**config.mk**
```make
export PLATFORM = sky130hd
export DESIGN_NAME = i2c_master_ctrl
export DESIGN_NICKNAME = d
export VERILOG_FILES = /design/src/rtl/i2c_pkg.sv /design/src/rtl/i2c_scl_gen.sv /design/src/rtl/i2c_master_ctrl.sv
export SDC_FILE = /design/constraint.sdc
export NUM_CORES = 1
export LEC_CHECK = 0
export ABC_CLOCK_PERIOD_IN_PS = 2450
export BUFFER_PORTS_ARGS = -buffer_cell sky130_fd_sc_hd__clkbuf_2
export CAP_MARGIN = 15
export CORE_MARGIN = 2
export CORE_UTILIZATION = 52
export CTS_CLUSTER_DIAMETER = 150
export CTS_CLUSTER_SIZE = 8
export DETAILED_ROUTE_END_ITERATION = 10
export HOLD_SLACK_MARGIN = 0.1
export PLACE_DENSITY = 0.8
export SYNTH_ARGS = -nofsm -noshare
export SYNTH_HDL_FRONTEND = slang
export SYNTH_SLANG_ARGS = --single-unit
```
**constraint.sdc**
```tcl
create_clock -name clk -period 2.45 [get_ports clk]
set_clock_uncertainty 0.2 [all_clocks]
set_input_delay 0.6125 -clock clk [delete_from_list [all_inputs] [get_ports clk]]
set_output_delay 0.6125 -clock clk [all_outputs]
set_load 0.02 [all_outputs]
```
**src/rtl/i2c_pkg.sv**
```systemverilog
// Shared definitions for the I2C master controller and its datapath.
package i2c_pkg;

    // Default SCL quarter-period length in clk cycles (100 kHz at 50 MHz).
    localparam int I2C_CLK_DIV = 125;

    // Width of the byte-count request.
    localparam int I2C_NB_W = 5;

    // State codes shared with the datapath; 9..15 are illegal.
    typedef enum logic [3:0] {
        ST_IDLE       = 4'd0,
        ST_START      = 4'd1,
        ST_ADDRESS    = 4'd2,
        ST_READ_ACK   = 4'd3,
        ST_WRITE      = 4'd4,
        ST_READ       = 4'd5,
        ST_READ_ACK_1 = 4'd6,
        ST_WRITE_ACK  = 4'd7,
        ST_STOP       = 4'd8
    } i2c_state_e;

    // True for states in which the datapath shifts an address/data byte.
    function automatic logic is_shift_state(input logic [3:0] st);
        return (st == ST_ADDRESS) || (st == ST_WRITE) || (st == ST_READ);
    endfunction

endpackage

```
**src/rtl/i2c_scl_gen.sv**
```systemverilog
// SCL timing generator: quarter-period divider, bit strobe and SCL-high
// midpoint pulse. Counters are held at zero while disabled so every
// transfer starts on a clean SCL period boundary.
module i2c_scl_gen
    import i2c_pkg::*;
#(
    parameter int CLK_DIV = I2C_CLK_DIV
) (
    input  logic clk,
    input  logic rst_n,
    input  logic i_en,
    output logic o_scl_n,
    output logic o_smp,
    output logic o_scl_base
);

    localparam logic [9:0] DIV_MAX = 10'(CLK_DIV - 1);

    logic [9:0] r_div_cnt;
    logic [1:0] r_q;
    logic       w_div_wrap;

    assign w_div_wrap = (r_div_cnt == DIV_MAX);

    // Divider and quarter counter advance only while the controller is busy.
    always_ff @(posedge clk or negedge rst_n) begin
        if (!rst_n) begin
            r_div_cnt <= '0;
            r_q       <= '0;
        end else if (!i_en) begin
            r_div_cnt <= '0;
            r_q       <= '0;
        end else if (w_div_wrap) begin
            r_div_cnt <= '0;
            r_q       <= r_q + 2'd1;
        end else begin
            r_div_cnt <= r_div_cnt + 10'd1;
        end
    end

    assign o_scl_n    = i_en && w_div_wrap && (r_q == 2'd3);
    assign o_smp      = i_en && w_div_wrap && (r_q == 2'd2);
    assign o_scl_base = r_q[1];

endmodule

```
**src/rtl/i2c_master_ctrl.sv**
```systemverilog
// I2C master control FSM: sequences START, address, data bytes, ACK slots
// and STOP around the datapath, and generates SCL timing.
//
// state         | meaning
// --------------+---------------------------------------------------------
// IDLE          | waiting for start; SCL released, timing counters held
// START         | START condition; datapath must accept within two strobes
// ADDRESS       | shifting the 7-bit address plus direction bit
// READ_ACK      | sampling slave ACK after the address byte
// WRITE         | shifting a write data byte
// READ          | shifting a read data byte
// READ_ACK_1    | sampling slave ACK after a write data byte
// WRITE_ACK     | master ACK/NACK slot after a read data byte
// STOP          | STOP condition; SCL released after first strobe
module i2c_master_ctrl
    import i2c_pkg::*;
#(
    parameter int CLK_DIV = I2C_CLK_DIV,
    parameter int NB_W    = I2C_NB_W
) (
    input  logic            clk,
    input  logic            rst_n,
    input  logic            start,
    input  logic            rw_in,
    input  logic [NB_W-1:0] nbytes,
    input  logic            sda_in,
    input  logic            counter,
    input  logic            stop_done,
    input  logic            st_ena,
    output logic [3:0]      state,
    output logic            scl_n,
    output logic            scl_out,
    output logic            count_o_stop,
    output logic            last_byte,
    output logic            busy,
    output logic            done,
    output logic            ack_err
);

    i2c_state_e      r_state;
    logic            r_rw;
    logic [NB_W-1:0] r_rem;
    logic            r_ack;
    logic            r_ack_err;
    logic            r_st_seen;
    logic            r_start_wait;
    logic [1:0]      r_stop_cnt;

    i2c_state_e      w_state_nxt;
    logic            w_rw_nxt;
    logic [NB_W-1:0] w_rem_nxt;
    logic            w_ack_nxt;
    logic            w_ack_err_nxt;
    logic            w_st_seen_nxt;
    logic            w_start_wait_nxt;
    logic [1:0]      w_stop_cnt_nxt;

    logic            w_busy;
    logic            w_scl_n;
    logic            w_smp;
    logic            w_scl_base;

    assign w_busy = (r_state != ST_IDLE);

    i2c_scl_gen #(
        .CLK_DIV (CLK_DIV)
    ) u_scl_gen (
        .clk        (clk),
        .rst_n      (rst_n),
        .i_en       (w_busy),
        .o_scl_n    (w_scl_n),
        .o_smp      (w_smp),
        .o_scl_base (w_scl_base)
    );

    // State and transaction context registers.
    always_ff @(posedge clk or negedge rst_n) begin
        if (!rst_n) begin
            r_state      <= ST_IDLE;
            r_rw         <= 1'b0;
            r_rem        <= '0;
            r_ack        <= 1'b0;
            r_ack_err    <= 1'b0;
            r_st_seen    <= 1'b0;
            r_start_wait <= 1'b0;
            r_stop_cnt   <= '0;
        end else begin
            r_state      <= w_state_nxt;
            r_rw         <= w_rw_nxt;
            r_rem        <= w_rem_nxt;
            r_ack        <= w_ack_nxt;
            r_ack_err    <= w_ack_err_nxt;
            r_st_seen    <= w_st_seen_nxt;
            r_start_wait <= w_start_wait_nxt;
            r_stop_cnt   <= w_stop_cnt_nxt;
        end
    end

    // Next-state and pulse outputs; all moves except IDLE->START wait for
    // the bit strobe. A NACK is tested before the remaining-byte count.
    always_comb begin
        w_state_nxt      = r_state;
        w_rw_nxt         = r_rw;
        w_rem_nxt        = r_rem;
        w_ack_nxt        = r_ack;
        w_ack_err_nxt    = r_ack_err;
        w_st_seen_nxt    = r_st_seen;
        w_start_wait_nxt = r_start_wait;
        w_stop_cnt_nxt   = r_stop_cnt;
        done             = 1'b0;
        count_o_stop     = 1'b0;
        last_byte        = 1'b0;

        case (r_state)
            ST_IDLE: begin
                if (start) begin
                    w_rw_nxt         = rw_in;
                    w_rem_nxt        = nbytes;
                    w_ack_nxt        = 1'b0;
                    w_ack_err_nxt    = 1'b0;
                    w_st_seen_nxt    = 1'b0;
                    w_start_wait_nxt = 1'b0;
                    w_stop_cnt_nxt   = '0;
                    w_state_nxt      = ST_START;
                end
            end

            ST_START: begin
                if (st_ena) begin
                    w_st_seen_nxt = 1'b1;
                end
                if (w_scl_n) begin
                    if (r_st_seen || st_ena) begin
                        w_state_nxt = ST_ADDRESS;
                    end else if (r_start_wait) begin
                        w_ack_err_nxt = 1'b1;
                        w_state_nxt   = ST_STOP;
                    end else begin
                        w_start_wait_nxt = 1'b1;
                    end
                end
            end

            ST_ADDRESS: begin
                if (w_scl_n && counter) begin
                    w_state_nxt = ST_READ_ACK;
                end
            end

            ST_READ_ACK: begin
                if (w_smp) begin
                    w_ack_nxt = sda_in;
                end
                if (w_scl_n) begin
                    if (r_ack) begin
                        w_ack_err_nxt = 1'b1;
                        w_state_nxt   = ST_STOP;
                    end else if (r_rem == '0) begin
                        w_state_nxt = ST_STOP;
                    end else if (!r_rw) begin
                        w_state_nxt = ST_WRITE;
                    end else begin
                        w_state_nxt = ST_READ;
                    end
                end
            end

            ST_WRITE: begin
                if (w_scl_n && counter) begin
                    w_state_nxt = ST_READ_ACK_1;
                end
            end

            ST_READ_ACK_1: begin
                if (w_smp) begin
                    w_ack_nxt = sda_in;
                end
                if (w_scl_n) begin
                    if (r_ack) begin
                        w_ack_err_nxt = 1'b1;
                        w_state_nxt   = ST_STOP;
                    end else begin
                        w_rem_nxt   = r_rem - 1'b1;
                        w_state_nxt = (r_rem == NB_W'(1)) ? ST_STOP : ST_WRITE;
                    end
                end
            end

            ST_READ: begin
                if (w_scl_n && counter) begin
                    w_state_nxt = ST_WRITE_ACK;
                end
            end

            ST_WRITE_ACK: begin
                last_byte = (r_rem == NB_W'(1));
                if (w_scl_n) begin
                    w_rem_nxt   = r_rem - 1'b1;
                    w_state_nxt = (r_rem == NB_W'(1)) ? ST_STOP : ST_READ;
                end
            end

            ST_STOP: begin
                if (w_scl_n) begin
                    if (stop_done || (r_stop_cnt == 2'd3)) begin
                        if (!stop_done) begin
                            w_ack_err_nxt = 1'b1;
                        end
                        done         = 1'b1;
                        count_o_stop = 1'b1;
                        w_state_nxt  = ST_IDLE;
                    end else begin
                        w_stop_cnt_nxt = r_stop_cnt + 2'd1;
                    end
                end
            end

            default: begin
                w_state_nxt = ST_IDLE;
            end
        endcase
    end

    assign state   = r_state;
    assign scl_n   = w_scl_n;
    assign busy    = w_busy;
    assign ack_err = r_ack_err;
    assign scl_out = (r_state == ST_IDLE) ? 1'b1 :
                     ((r_state == ST_STOP) && (r_stop_cnt != 2'd0)) ? 1'b1 :
                     w_scl_base;

endmodule
```
; ---- Word-level counts from Yosys, hierarchy flattened
; Cells that the tools add are included.
[op_classes]
order_cmp = 0
n_reduce_logical = 25
addsub = 4
eq_ne = 34
n_mux = 55
multipliers = 0
bitwise_logic = 0
shift = 0
n_div = 0
[op_table]
columns = op, count
row1 = 2-to-1 mux 4 bit, 17
row2 = one-hot mux 4 bit (9 select lines), 1
row3 = "inequality test 2 bit, second input constant", 17
row4 = 2-to-1 mux 1 bit, 20
row5 = 2-to-1 mux 10 bit, 2
row6 = 2-to-1 mux 5 bit, 4
row7 = "equality test 4 x 3 -> 1 bit, second input constant", 4
row8 = one-hot mux 5 bit (3 select lines), 1
row9 = AND reduction 11 bit, 1
row10 = "adder 10 x 1 -> 10 bit, second input constant", 1
row11 = "equality test 10 x 7 -> 1 bit, second input constant", 1
row12 = 2-to-1 mux 2 bit, 5
row13 = AND reduction 10 bit, 1
row14 = "equality test 4 x 2 -> 1 bit, second input constant", 2
row15 = AND reduction 4 bit, 2
row16 = nonzero test 2 bit, 4
row17 = nonzero test 4 bit, 2
row18 = "equality test 2 bit, second input constant", 3
row19 = "inequality test 2 x 1 -> 1 bit, second input constant", 3
row20 = one-hot mux 1 bit (2 select lines), 3
row21 = AND reduction 3 bit, 2
row22 = "equality test 5 x 1 -> 1 bit, second input constant", 1
row23 = logical AND 1 bit, 5
row24 = zero test 5 bit, 1
row25 = other kinds (13), 15
[totals]
ram_bits = 0
reg_bits = 28
memories = 0
rom_bits = 0
latch_bits = 0

; ---- Longest topological paths before layout
[logic_depth]
depth_word = 6
ltp_mapped = 8

; ---- By module
; A second synthesis with hierarchy kept.
[unflattened]
cells_unflattened = 221
area_unflattened_um2 = 2043.2
[by_module_without_submodules]
columns = mod, area_per_inst_um2, cells_each, n_inst, seq_area_each_um2
row1 = i2c_master_ctrl, 1357.6, 153, 1, 400.4
row2 = i2c_scl_gen, 685.7, 68, 1, 300.3

; ---- Worst setup path before layout
; OpenSTA, ideal clock, no wires.
[synth_path]
kind = flip-flop to output port
from = register u_scl_gen.r_div_cnt[0]
to = output port done
path_buffers = 2
slack_ns = -0.167
required_ns = 1.637
stages_incl_launch_ff = 9
t_arrival_ns = 1.804
path_cell_list = dfrtp_1 > inv_1 > ha_1 > nor4b_4 > and4_1 > buf_6 > nand2_1 > nor2_1 > buf_4
[synth_via]
elab_chain_len = 5
[synth_rtl]
columns = item, line_no
row1 = "start, declared", i2c_scl_gen.sv:19  ; logic [9:0] r_div_cnt;
row2 = "start signal, assigned", i2c_scl_gen.sv:37  ; r_div_cnt <= r_div_cnt + 10'd1;
row3 = equality test 10 x 7 -> 1 bit, i2c_scl_gen.sv:23  ; assign w_div_wrap = (r_div_cnt == DIV_MAX);
row4 = logical AND 1 bit (2 in a row), i2c_scl_gen.sv:41  ; assign o_scl_n = i_en && w_div_wrap && (r_q == 2'd3);
row5 = net scl_n, i2c_master_ctrl.sv:31  ; output logic scl_n,
row6 = 2-to-1 mux 1 bit (2 in a row), -
row7 = "end, declared", i2c_master_ctrl.sv:36  ; output logic done,
; The timed path passes the listed nets, and every way through them passes these cells.

; ---- Worst setup path after layout
[layout_path]
from = register u_scl_gen.r_q[1]
to = output port count_o_stop
[layout_via]
elab_chain_len = 4
[layout_rtl]
columns = item, line_no
row1 = "start, declared", i2c_scl_gen.sv:20  ; logic [1:0] r_q;
row2 = "start signal, assigned", i2c_scl_gen.sv:35  ; r_q <= r_q + 2'd1;
row3 = equality test 2 bit, i2c_scl_gen.sv:41
row4 = logical AND 1 bit, i2c_scl_gen.sv:41
row5 = 2-to-1 mux 1 bit, i2c_master_ctrl.sv:204  ; if (w_scl_n) begin
row6 = 2-to-1 mux 1 bit, i2c_master_ctrl.sv:114  ; case (r_state)
row7 = "end, declared", i2c_master_ctrl.sv:33  ; output logic count_o_stop,
; Every way passes these cells.

==> run_results.csv <==
group,metric,value,unit
final_layout,layout-drive-gt1-share,29.8,%
critical_path,cp_slowest_cell,"dfrtp_1",
floorplan,row_count,21,
critical_path,max_stage_delay,0.44,ns
sta,max_slew_margin,50.4,%
synthesis,synth_cells,203,
critical_path,rr_worst_depth,7,
sta,whs,0.114,ns
floorplan,coreArea,3360,µm²
critical_path,r2r_slack,0.09,ns
clock_network,cts_buffers,3,
final_layout,nFillCells,302,
routing,wl_per_cell,14.6,µm
synthesis,ys_async_sr_fraction,100,%
critical_path,critPathCaptureType,"output pin",
power,power.leakage,1.08,nW
clock_network,clock_sinks,28,
power,p_per_area,367,nW/µm²
sta,period_minus_slack,2.56,ns
power,peakVddDrop,0.000176,V
synthesis,synth_cell_types,51,
clock_network,clock-root-buffer,"clkbuf_4",
sta,finalCritPeriodShare,104,%
synthesis,syn_nets,225,
routing,remaining_drc_errors,0,
sta,fin_ws,-0.108,ns
sta,tightestPinTransition,0.744,ns
floorplan,die_h,63.3,µm
place,io_buffers,23,
floorplan,start_util,54.4,%
critical_path,critPathTopFamily,"simple AND/OR/NAND/NOR gates",
floorplan,ios,24,
sta,grt_setup_unrepaired,"true",
clock_network,tritoncts,"done",
routing,ant_nets,0,
final_layout,final_nets,268,
synthesis,syn_area,1830,µm²
synthesis,netlist_top_cells_area,"dfrtp_1, nor2_1, ha_1",
place,placed_area,2100,µm²
final_layout,layout_commonest_cell,"nor2_1",
grt,track_usage,22.5,%
critical_path,r2r-start,"u_scl_gen.r_q[1]$_DFFE_PN0P_",
grt,grt_pass1_vias,1586,
grt,grt_pass1_wl,7180,µm
critical_path,worst-setup-path-type,"reg2out",
place,finalWeightedCongestion,0.862,
grt,grt_max_degree,29,
floorplan,die_width,63.3,µm
clock_network,clkSlewWorstSetupHoldPaths,0.15,ns
critical_path,start_kind,"register",
floorplan,die_area,4010,µm²
place,place_hpwl,3150,µm
final_layout,design_area,2270,µm²
critical_path,path_buf_inv,1,
final_layout,diodes,0,
critical_path,critPathArrivalTime,1.75,ns
run_status,run_status,"finished, violations left",
synthesis,ys_seq_area_share,38.3,%
sta,finalSetupTns,-0.355,ns
critical_path,r2r-end,"state[3]$_DFFE_PN0P_",
routing,num_vias,1679,
hold_path,min_path_type,"in2async",
grt,antenna_found_initial,0,
job,maxCapViolCount,0,
clock_network,clockBufferDepth,2,
clock_network,htree_levels,1,
sta,max_freq,391,MHz
sta,setup_viol,4,
synthesis,synth_flop_cell,"dfrtp_1",
clock_network,clk_latency,0.33,ns
critical_path,cp_max_fo,4,
critical_path,worstPathRequired,1.64,ns
routing,routed_via_density,5.77,
synthesis,synth_top_area_share,38.3,%
synthesis,synth_area_per_cell,9.02,µm²
final_layout,syn_to_final_growth,24.1,%
synthesis,ys.warnings.count,0,
sta,hold_violations,0,
sta,slew_violations,0,
final_layout,stdcell_count,291,
final_layout,most-common-layout-cells,"nor2_1, buf_4, dfrtp_1, nand2_1, clkbuf_2",
routing,drtIter0Drc,156,
routing,drt_wl_total,4240,µm
place,dp.cells,281,
grt,grt.overflow.total,0,
routing,drtPass1Iterations,4,
synthesis,synth_seq_cells,28,
critical_path,cp_cell_sequence,"ha_1 > and2_1 > and4_4 > nand2_4 > nor2_4 > buf_8",
synthesis,synth_edf_count,0,
synthesis,yosys.area.top_type,"dfrtp_1",
run_status,violations,"negative setup slack",
==> power by group <==
| part | leakage, nW | internal (mW) | switching, mW |
|---|---|---|---|
| Combinational | 0.708 | 0.0235 | 0.0378 |
| Clock | 0.0279 | 0.165 | 0.138 |
| Sequential | 0.346 | 0.465 | 0.00333 |
| Total | 1.08 | 0.654 | 0.179 |
==> timing repair <==
item	CTS	global route
resized for setup	17	10
setup buffers	4	2
hold buffers	0	0
pin swaps	2	4
setup endpoints to repair	5	8
==> Yosys cell counts (2+ instances only) <==
library cell / count
nand3_1: 7
xor2_1: 7
buf_2: 4
nand2_1: 20
dfrtp_1: 28
and4_1: 2
ha_1: 9
mux2i_1: 2
nor3_1: 5
o21ai_1: 2
inv_1: 10
and2_1: 2
nand4_1: 2
a21oi_1: 9
and3_1: 6
clkbuf_1: 3
a211oi_1: 2
o21ai_0: 16
mux2_4: 3
xnor2_1: 3
nor2_1: 31
==> state kept, by name, indices dropped and copies added, names as in the netlist <==
signal / count
r_rw: 1
r_start_wait: 1
r_st_seen: 1
r_ack: 1
r_rem: 5
r_stop_cnt: 2
ack_err: 1
u_scl_gen.r_div_cnt: 10
state: 4
u_scl_gen.r_q: 2
==> worst reg2reg max path: cells and delay by family, from the launching register on <==
family                   cells  cell delay, ns
multiplexers                 1            0.34
AO/OA/AOI/OAI                2            0.48
AND/OR/NAND/NOR              2            0.42
flip-flops                   1            0.44
buffers and inverters        1            0.12
adder cells (fa/ha/maj)      1            0.26
==> through the flow <==
stage | util [%] | setup WS [ns] | power (mW)
finish | 67.6 | -0.108 | 0.833
global route | 67.6 | -0.222 | 0.870
CTS | 66.4 | -0.121 | 0.844
detailed placement | 62.3 | 0.139 | 0.535
global placement | 62.3 | 0.195 | 0.534
floorplan | - | -0.0828 | 0.504
==> worst max path at each step <==
stage                                                start                   end  cells past startpoint
after floorplan                       state[1]$_DFFE_PN0P_                  done                      7
after global placement                state[1]$_DFFE_PN0P_               scl_out                      3
after detailed placement              state[1]$_DFFE_PN0P_  state[3]$_DFFE_PN0P_                      5
after CTS                 u_scl_gen.r_div_cnt[1]$_DFF_PN0_                  done                      7
after global routing      u_scl_gen.r_div_cnt[1]$_DFF_PN0_          count_o_stop                      7
final                         u_scl_gen.r_q[1]$_DFFE_PN0P_          count_o_stop                      6
==> cells by family (layout without fill, tap and decap cells) <==
logic type	after synthesis	count (layout)	synth area share [%]
flops	28	28	38.3
buf+inv	20	62	4.99
simple gates	82	82	22.6
mux	6	6	4.17
xor+xnor	10	10	4.79
fa+ha+maj	9	9	6.15
compound gates	48	48	19.0
==> routing by layer <==
layer  global-route usage, %  up-vias  share of wire, %  routed length, µm
met3                    2.50       14               6.7                282
met5                       0        -                 0                  0
met4                    7.88        0               2.7                115
li1                        -      804                 -                  -
met1                    30.0      784                42               1800
met2                    37.8       77                48               2040
==> final cells by class <==
class	instances	area, µm²	area share [%]
clock buffers	3	22.5	0.991
clock inverters	1	30.0	1.32
inverters	11	41.3	1.82
multi-input cells	155	1090	47.9
flip-flops and latches	28	704	31.0
well taps	46	57.6	2.53
repair buffers	47	329	14.5
(Power assumes the default switching activity.)
